**src/rtl/toff_pkg.sv**
```systemverilog
// Shared definitions for the toff_* blocks: serializer FSM state encoding and default word width.
package toff_pkg;

  typedef enum logic [1:0] {
    IDLE  = 2'b00,
    SHIFT = 2'b01,
    DONE  = 2'b10
  } toff_state_e;

  localparam int TOFF_DEFAULT_WIDTH = 8;

endpackage

```
**src/rtl/toff_gate.sv**
```systemverilog
// Toffoli gate target output: y = c ^ (a & b).
module toff_gate (
  input  logic a,
  input  logic b,
  input  logic c,
  output logic y
);

  assign y = c ^ (a & b);

endmodule

```
**src/rtl/toff_mux.sv**
```systemverilog
// Controlled-swap style 2:1 mux: s=0 passes a_in, s=1 passes b_in.
module toff_mux (
  input  logic s,
  input  logic a_in,
  input  logic b_in,
  output logic y
);

  assign y = s ? b_in : a_in;

endmodule

```
**src/rtl/toff_serializer.sv**
```systemverilog
// Parallel-to-serial shifter, LSB first, with a one-cycle done pulse after the last bit.
// Define TOFF_SERIALIZER_PARITY_EN to append an even-parity bit after the data bits.
module toff_serializer
  import toff_pkg::*;
#(
  parameter int WIDTH = TOFF_DEFAULT_WIDTH
) (
  input  logic             clk,
  input  logic             rst,
  input  logic             in_valid,
  input  logic [WIDTH-1:0] in_data,
  output logic             in_ready,
  output logic             ser_out,
  output logic             ser_valid,
  output logic             done
);

`ifdef TOFF_SERIALIZER_PARITY_EN
  localparam int NBITS = WIDTH + 1;
`else
  localparam int NBITS = WIDTH;
`endif
  localparam int CW = $clog2(WIDTH + 2);
  localparam logic [CW-1:0] LAST = CW'(NBITS - 1);

  toff_state_e      r_state;
  toff_state_e      w_state_nxt;
  logic [NBITS-1:0] r_sreg;
  logic [NBITS-1:0] w_sreg_nxt;
  logic [NBITS-1:0] w_load_word;
  logic [NBITS-1:0] w_a_in;
  logic [NBITS-1:0] w_b_in;
  logic [CW-1:0]    r_cnt;
  logic             w_accept;
  logic             w_shift;

  assign w_accept = (r_state == IDLE) && in_valid;
  assign w_shift  = (r_state == SHIFT);

`ifdef TOFF_SERIALIZER_PARITY_EN
  // Parity accumulates through a chain of Toffoli gates with a tied-high control.
  logic [WIDTH:0] w_par;
  assign w_par[0] = 1'b0;
  for (genvar i = 0; i < WIDTH; i++) begin : g_par
    toff_gate u_par (
      .a (1'b1),
      .b (in_data[i]),
      .c (w_par[i]),
      .y (w_par[i+1])
    );
  end
  assign w_load_word = {w_par[WIDTH], in_data};
`else
  assign w_load_word = in_data;
`endif

  assign w_a_in = w_accept ? w_load_word : r_sreg;
  assign w_b_in = r_sreg >> 1;

  for (genvar i = 0; i < NBITS; i++) begin : g_sreg
    toff_mux u_mux (
      .s    (w_shift),
      .a_in (w_a_in[i]),
      .b_in (w_b_in[i]),
      .y    (w_sreg_nxt[i])
    );
  end

  always_comb begin
    w_state_nxt = r_state;
    unique case (r_state)
      IDLE:    if (in_valid) w_state_nxt = SHIFT;
      SHIFT:   if (r_cnt == LAST) w_state_nxt = DONE;
      DONE:    w_state_nxt = IDLE;
      default: w_state_nxt = IDLE;
    endcase
  end

  always_ff @(posedge clk or posedge rst) begin
    if (rst) begin
      r_state <= IDLE;
      r_sreg  <= '0;
      r_cnt   <= '0;
    end else begin
      r_state <= w_state_nxt;
      r_sreg  <= w_sreg_nxt;
      if (w_accept) begin
        r_cnt <= '0;
      end else if (w_shift) begin
        r_cnt <= r_cnt + CW'(1);
      end
    end
  end

  // Outputs decode the state directly so reset takes effect without a clock edge.
  assign in_ready  = (r_state == IDLE);
  assign ser_valid = w_shift;
  assign done      = (r_state == DONE);
  assign ser_out   = w_shift & r_sreg[0];

endmodule

```
**config.mk**
```make
export PLATFORM = sky130hd
export DESIGN_NAME = toff_serializer
export DESIGN_NICKNAME = d
export VERILOG_FILES = /design/src/rtl/toff_pkg.sv /design/src/rtl/toff_gate.sv /design/src/rtl/toff_mux.sv /design/src/rtl/toff_serializer.sv
export SDC_FILE = /design/constraint.sdc
export NUM_CORES = 1
export LEC_CHECK = 0
export ABC_AREA = 1
export ABC_CLOCK_PERIOD_IN_PS = 2700
export BUFFER_PORTS_ARGS = -buffer_cell sky130_fd_sc_hd__buf_2
export CAP_MARGIN = 5
export CORE_MARGIN = 2
export CORE_UTILIZATION = 56
export DETAILED_ROUTE_END_ITERATION = 7
export GPL_ROUTABILITY_DRIVEN = 0
export PLACE_DENSITY_LB_ADDON = 0.08
export SLEW_MARGIN = 40
export SYNTH_ARGS = -nofsm -noshare
export SYNTH_HDL_FRONTEND = slang
export SYNTH_HIERARCHICAL = 1
export SYNTH_SLANG_ARGS = --single-unit
```
**constraint.sdc**
```tcl
create_clock -name clk -period 2.7 [get_ports clk]
set_input_delay 0 -clock clk [delete_from_list [all_inputs] [get_ports clk]]
set_output_delay 0 -clock clk [all_outputs]
set_load 0.005 [all_outputs]
```
== After elaboration in Yosys (flattened, before gate mapping) ==
Index checks and enable logic that the tools add are counted.

* Bits in registers: 14
* Input port bits: 11
* Output and inout port bits: 4
* Word-level logic and storage cells: 28

* $add $sub $neg: 1
* Eq/ne operators: 5
* Muxes and demuxes: 14
* Bitwise operators: 1
* Reductions and logical operators: 4

{| class="wikitable"
|+ Operator list
! operator !! number
|-
| 1-bit two-way mux || 8
|-
| 4-bit two-way mux || 2
|-
| 8-bit two-way mux || 1
|-
| 4-bit by 1-bit adder with 4-bit output, second input constant || 1
|-
| 4-bit by 3-bit == test with 1-bit output, second input constant || 1
|-
| 2-bit two-way mux || 2
|-
| 2-bit inequality test, second input constant || 2
|-
| 2-bit case mux with 2 select lines || 1
|-
| 2-bit by 1-bit == test with 1-bit output, second input constant || 1
|-
| 2-bit == test, second input constant || 1
|-
| 2-bit logical NOT || 1
|-
| 2-bit AND reduction || 1
|-
| 2-bit nonzero test || 1
|-
| 1-bit AND || 1
|-
| 1-bit logical AND || 1
|}

== Depth between registers and ports, before layout ==
* Depth in word-level cells: 4
* Mapped depth: 7

== Cells and area by module ==
The synthesis kept the hierarchy.

{| class="wikitable"
|+ By module, submodules not included
! module !! instances !! cells an instance !! area each (µm²)
|-
| toff_serializer || 1 || 75 || 644.4
|-
| toff_mux || 8 || 4 || 15.0
|}

== Least setup slack after synthesis ==
No wires, ideal clock.

* Kind: register to register
* From: register r_state[1]
* To: register r_sreg[1]
* Setup time: 0.116 ns
* Arrival time: 1.013 ns
* Required time: 2.584 ns
* Setup slack: 1.570 ns
* Stages on the path, launching flop included: 8
* Path buffers: 1
* Period minus slack after synthesis: 1.130 ns
* Cell sequence: dfrtp_1 nor2_4 nand2_4 buf_6 nand2_1 nand2_1 nand2_1 nand2_1

* Word-level cells in the longest chain between the ends: 3

{| class="wikitable"
|+ Ends and longest elaborated chain
! what !! line !! text
|-
| start, declared || toff_serializer.sv:26 || <nowiki>toff_state_e r_state;</nowiki>
|-
| start signal, assigned || toff_serializer.sv:85 || <nowiki>r_state <= w_state_nxt;</nowiki>
|-
| 2-bit logical NOT || - ||
|-
| via in_ready || toff_serializer.sv:12 || <nowiki>output logic in_ready,</nowiki>
|-
| 1-bit logical AND || toff_serializer.sv:37 || <nowiki>assign w_accept = (r_state == IDLE) && in_valid;</nowiki>
|-
| 2-bit nonzero test (no line) || - ||
|-
| end signal, assigned || toff_serializer.sv:86 || <nowiki>r_sreg <= w_sreg_nxt;</nowiki>
|-
| end, declared || toff_serializer.sv:28 || <nowiki>logic [NBITS-1:0] r_sreg;</nowiki>
|}

The timed path passes the listed nets, and every way through them passes these cells.
A chain may end at the register's enable or synchronous reset.

== Worst setup path after layout ==
* From: register r_state[0]
* To: output port ser_out

* Word-level cells in the longest chain between the ends: 2

{| class="wikitable"
|+ Ends and longest elaborated chain
! what !! line !! text
|-
| 2-bit by 1-bit == test with 1-bit output || toff_serializer.sv:38 || <nowiki>assign w_shift = (r_state == SHIFT);</nowiki>
|-
| 1-bit AND || toff_serializer.sv:99 || <nowiki>assign ser_out = w_shift & r_sreg[0];</nowiki>
|-
| end, declared || toff_serializer.sv:13 || <nowiki>output logic ser_out,</nowiki>
|}

Every way passes these cells.

==> reports/metrics.cfg <==
[setup_path]
worst_r2r_endpoint=r_cnt[2]
path_cells=inv_1 > nor2_4 > inv_1 > nor2_1 > buf_2
worstSetupStartpoint=r_state[0]
crit_path_start_kind=flop
cpMostUsedCell=inv_1
reg2reg_from=r_state[0]
worstSetupEndpoint=ser_out
cp.buffers_inverters=3
cp.depth=5
critPathMaxFanout=22
worstPathArrival_ns=1.58
critPathCaptureType=output port
ff2ff_setup_slack_ns=1.40
critPathMaxStageDelay_ns=0.46
slowest_stage=dfrtp_1
worst_path_dominant_cell_family=simple AND/OR/NAND/NOR gates
crit_required_ns=2.70
r2r_cells=5
critical_path_class=flop to output port

[grt]
grt.overflow.total=0
grt_max_degree=23
antenna_found_initial=0
grt_usage_pct=19.7
grt_pass1_wl_microns=2160
first_global_vias=528

[cells_and_area]
drive_gt1_share_pct=17.7
stdcell_count=139
nFillCells=113
syn2layout_area_growth_pct=15.5
layout.nets=137
antenna_cells=0

[die]
num_rows=13
core_sq_um=1280
num_io_pins=15
die_area_sq_um=1680
die_w_microns=40.9
start_util_pct=59.5
die_height_microns=40.9

[power]
power-per-cell-area_nw_per_um2=1050
p_leak_nw=0.563
vdd_ir_drop_max_mv=0.590

[timing]
setup_violations=0
fmax_ghz=0.633
maxSlewViolCount=0
setup_tns_ns=0
slew_headroom_pct=63.5
rsz0062_at_grt=no
hold_viol=0
worst_pin_slew_ns=0.546
fin_skew_ns=0.00580
fin_crit_ns=1.58
post-route-period-util_pct=58.5

[clock_network]
cts-root-buf=clkbuf_4
cts_resized=0
holdBufCountCts=1
cts_buffer_depth=2
clk_pin_slew_ns=0.09
cts_tree=yes
clock-sinks=14
cts_made_buffers=3
htree_levels=1
clkLatencyLatePin_ns=0.28
post-cts-setup-buffers=0

[routing]
ant_nets=0
routed_wl_microns=1380
drt_iter0_markers=20
viasPerCell=4.80
drc=0
vias=667
route.detailed.wl_per_inst_microns=9.94
drtPass1Iterations=4

[yosys]
synth-edff-count=0
synth_top_flop_cell=dfrtp_1
synth_area_sq_um=764
ys_types=15
synthTopCellsByArea=dfrtp_1, nand2_1, nand3_1
synth_common_cells=nand2_1, inv_1, dfrtp_1
yosysSeqAreaShare_pct=45.8
yosysMostFrequentCell=nand2_1
netlist_instances=107
synth_seq_cells=14
yosys.area.top_type=dfrtp_1
syn_avg_cell_area_sq_um=7.14
synth_fp_nets=119
yosys_warnings=6
async_flop_share_pct=100
synth_top_cell_area_share_pct=45.8

[placed_design]
portBuffers=14
dpl.hpwl_microns=1000
dp_cells=134

[hold_path]
min_path_type=input port to flop
hp-start=in_data[4]

[outcome]
status=complete, no violations

[run]
maxCapViolCount=0

-- cell usage in the layout, fill, tap and decap left out --
master	count
nor2_1	5
dlygate4sd3_1	1
clkbuf_8	1
o21ai_1	1
conb_1	1
nor2_4	2
o21ai_0	1
nand2_1	49
nand4_1	1
clkbuf_4	3
nand3_1	12
nand2_4	1
inv_1	16
buf_2	14
ha_1	1
dfrtp_1	14
a21oi_2	1
-- cell type report --
| type | instances | area [sq um] | share of cell area, % |
|---|---|---|---|
| clock buffer | 4 | 36.3 | 4.11 |
| sequential | 14 | 350 | 39.7 |
| multi-input combinational | 75 | 338 | 38.2 |
| inverter | 16 | 60.1 | 6.80 |
| timing repair buffer | 15 | 80.1 | 9.07 |
| tap | 15 | 18.8 | 2.12 |
-- cell families (layout without fill, tap and decap cells) --
| logic type | count (synthesis) | after routing | synth area share (%) |
|---|---|---|---|
| compound gates | 3 | 3 | 2.45 |
| buf+inv | 18 | 35 | 9.98 |
| other cells | 1 | 1 | 0.491 |
| fa+ha+maj | 1 | 1 | 1.64 |
| flops | 14 | 14 | 45.8 |
| simple gates | 70 | 70 | 39.6 |
-- report_power, final --
group | total [mW] | switching (mW) | internal (mW)
Sequential | 0.377 | 0.0744 | 0.303
Combinational | 0.396 | 0.246 | 0.150
Clock | 0.152 | 0.0696 | 0.0820
-- per-layer routing --
layer	part of all wire, %	global-route usage (%)	vias up
li1	-	-	355
met1	49	27.2	294
met2	46	29.3	16
met3	3.8	3.26	2
met4	0.72	10.0	0
met5	0	0	-
-- flip-flops by register name (all words and copies together) (netlist names) --
register	flops
r_sreg	8
r_cnt	4
r_state	2
-- stage by stage --
| stage | hold slack, ns | util, % | cell area, sq um | power, mW | setup WS (ns) |
|---|---|---|---|---|---|
| after CTS | 0.0386 | 68.7 | 883 | 0.931 | 1.12 |
| after detailed placement | 0.0695 | 65.1 | 837 | 0.778 | 1.40 |
| after global placement | 0.0718 | 65.1 | 837 | 0.768 | 1.44 |
| after floorplan | -0.111 | - | 764 | 0.685 | 1.57 |
| final | 0.0428 | 68.7 | 883 | 0.925 | 1.12 |
| after global routing | 0.0555 | 68.7 | 883 | 1.02 | 0.992 |
-- tightest hold or removal path, delay by kind of cell --
kind,cells,cell delay [ns]
buffers and inverters,1,0.07
AND/OR/NAND/NOR,4,0.21
-- how the worst min path moves through the flow --
stage / endpoint / slack, ns / cells past startpoint
2_1_floorplan: r_cnt[0] / -0.11 / 1
3_3_place_gp: r_sreg[5] / 0.07 / 2
3_5_place_dp: r_sreg[4] / 0.07 / 2
4_1_cts: r_sreg[4] / 0.04 / 5
5_1_grt: r_sreg[2] / 0.06 / 5
6_report: r_sreg[4] / 0.04 / 5
No activity file was read; power rests on OpenSTA's default activity.
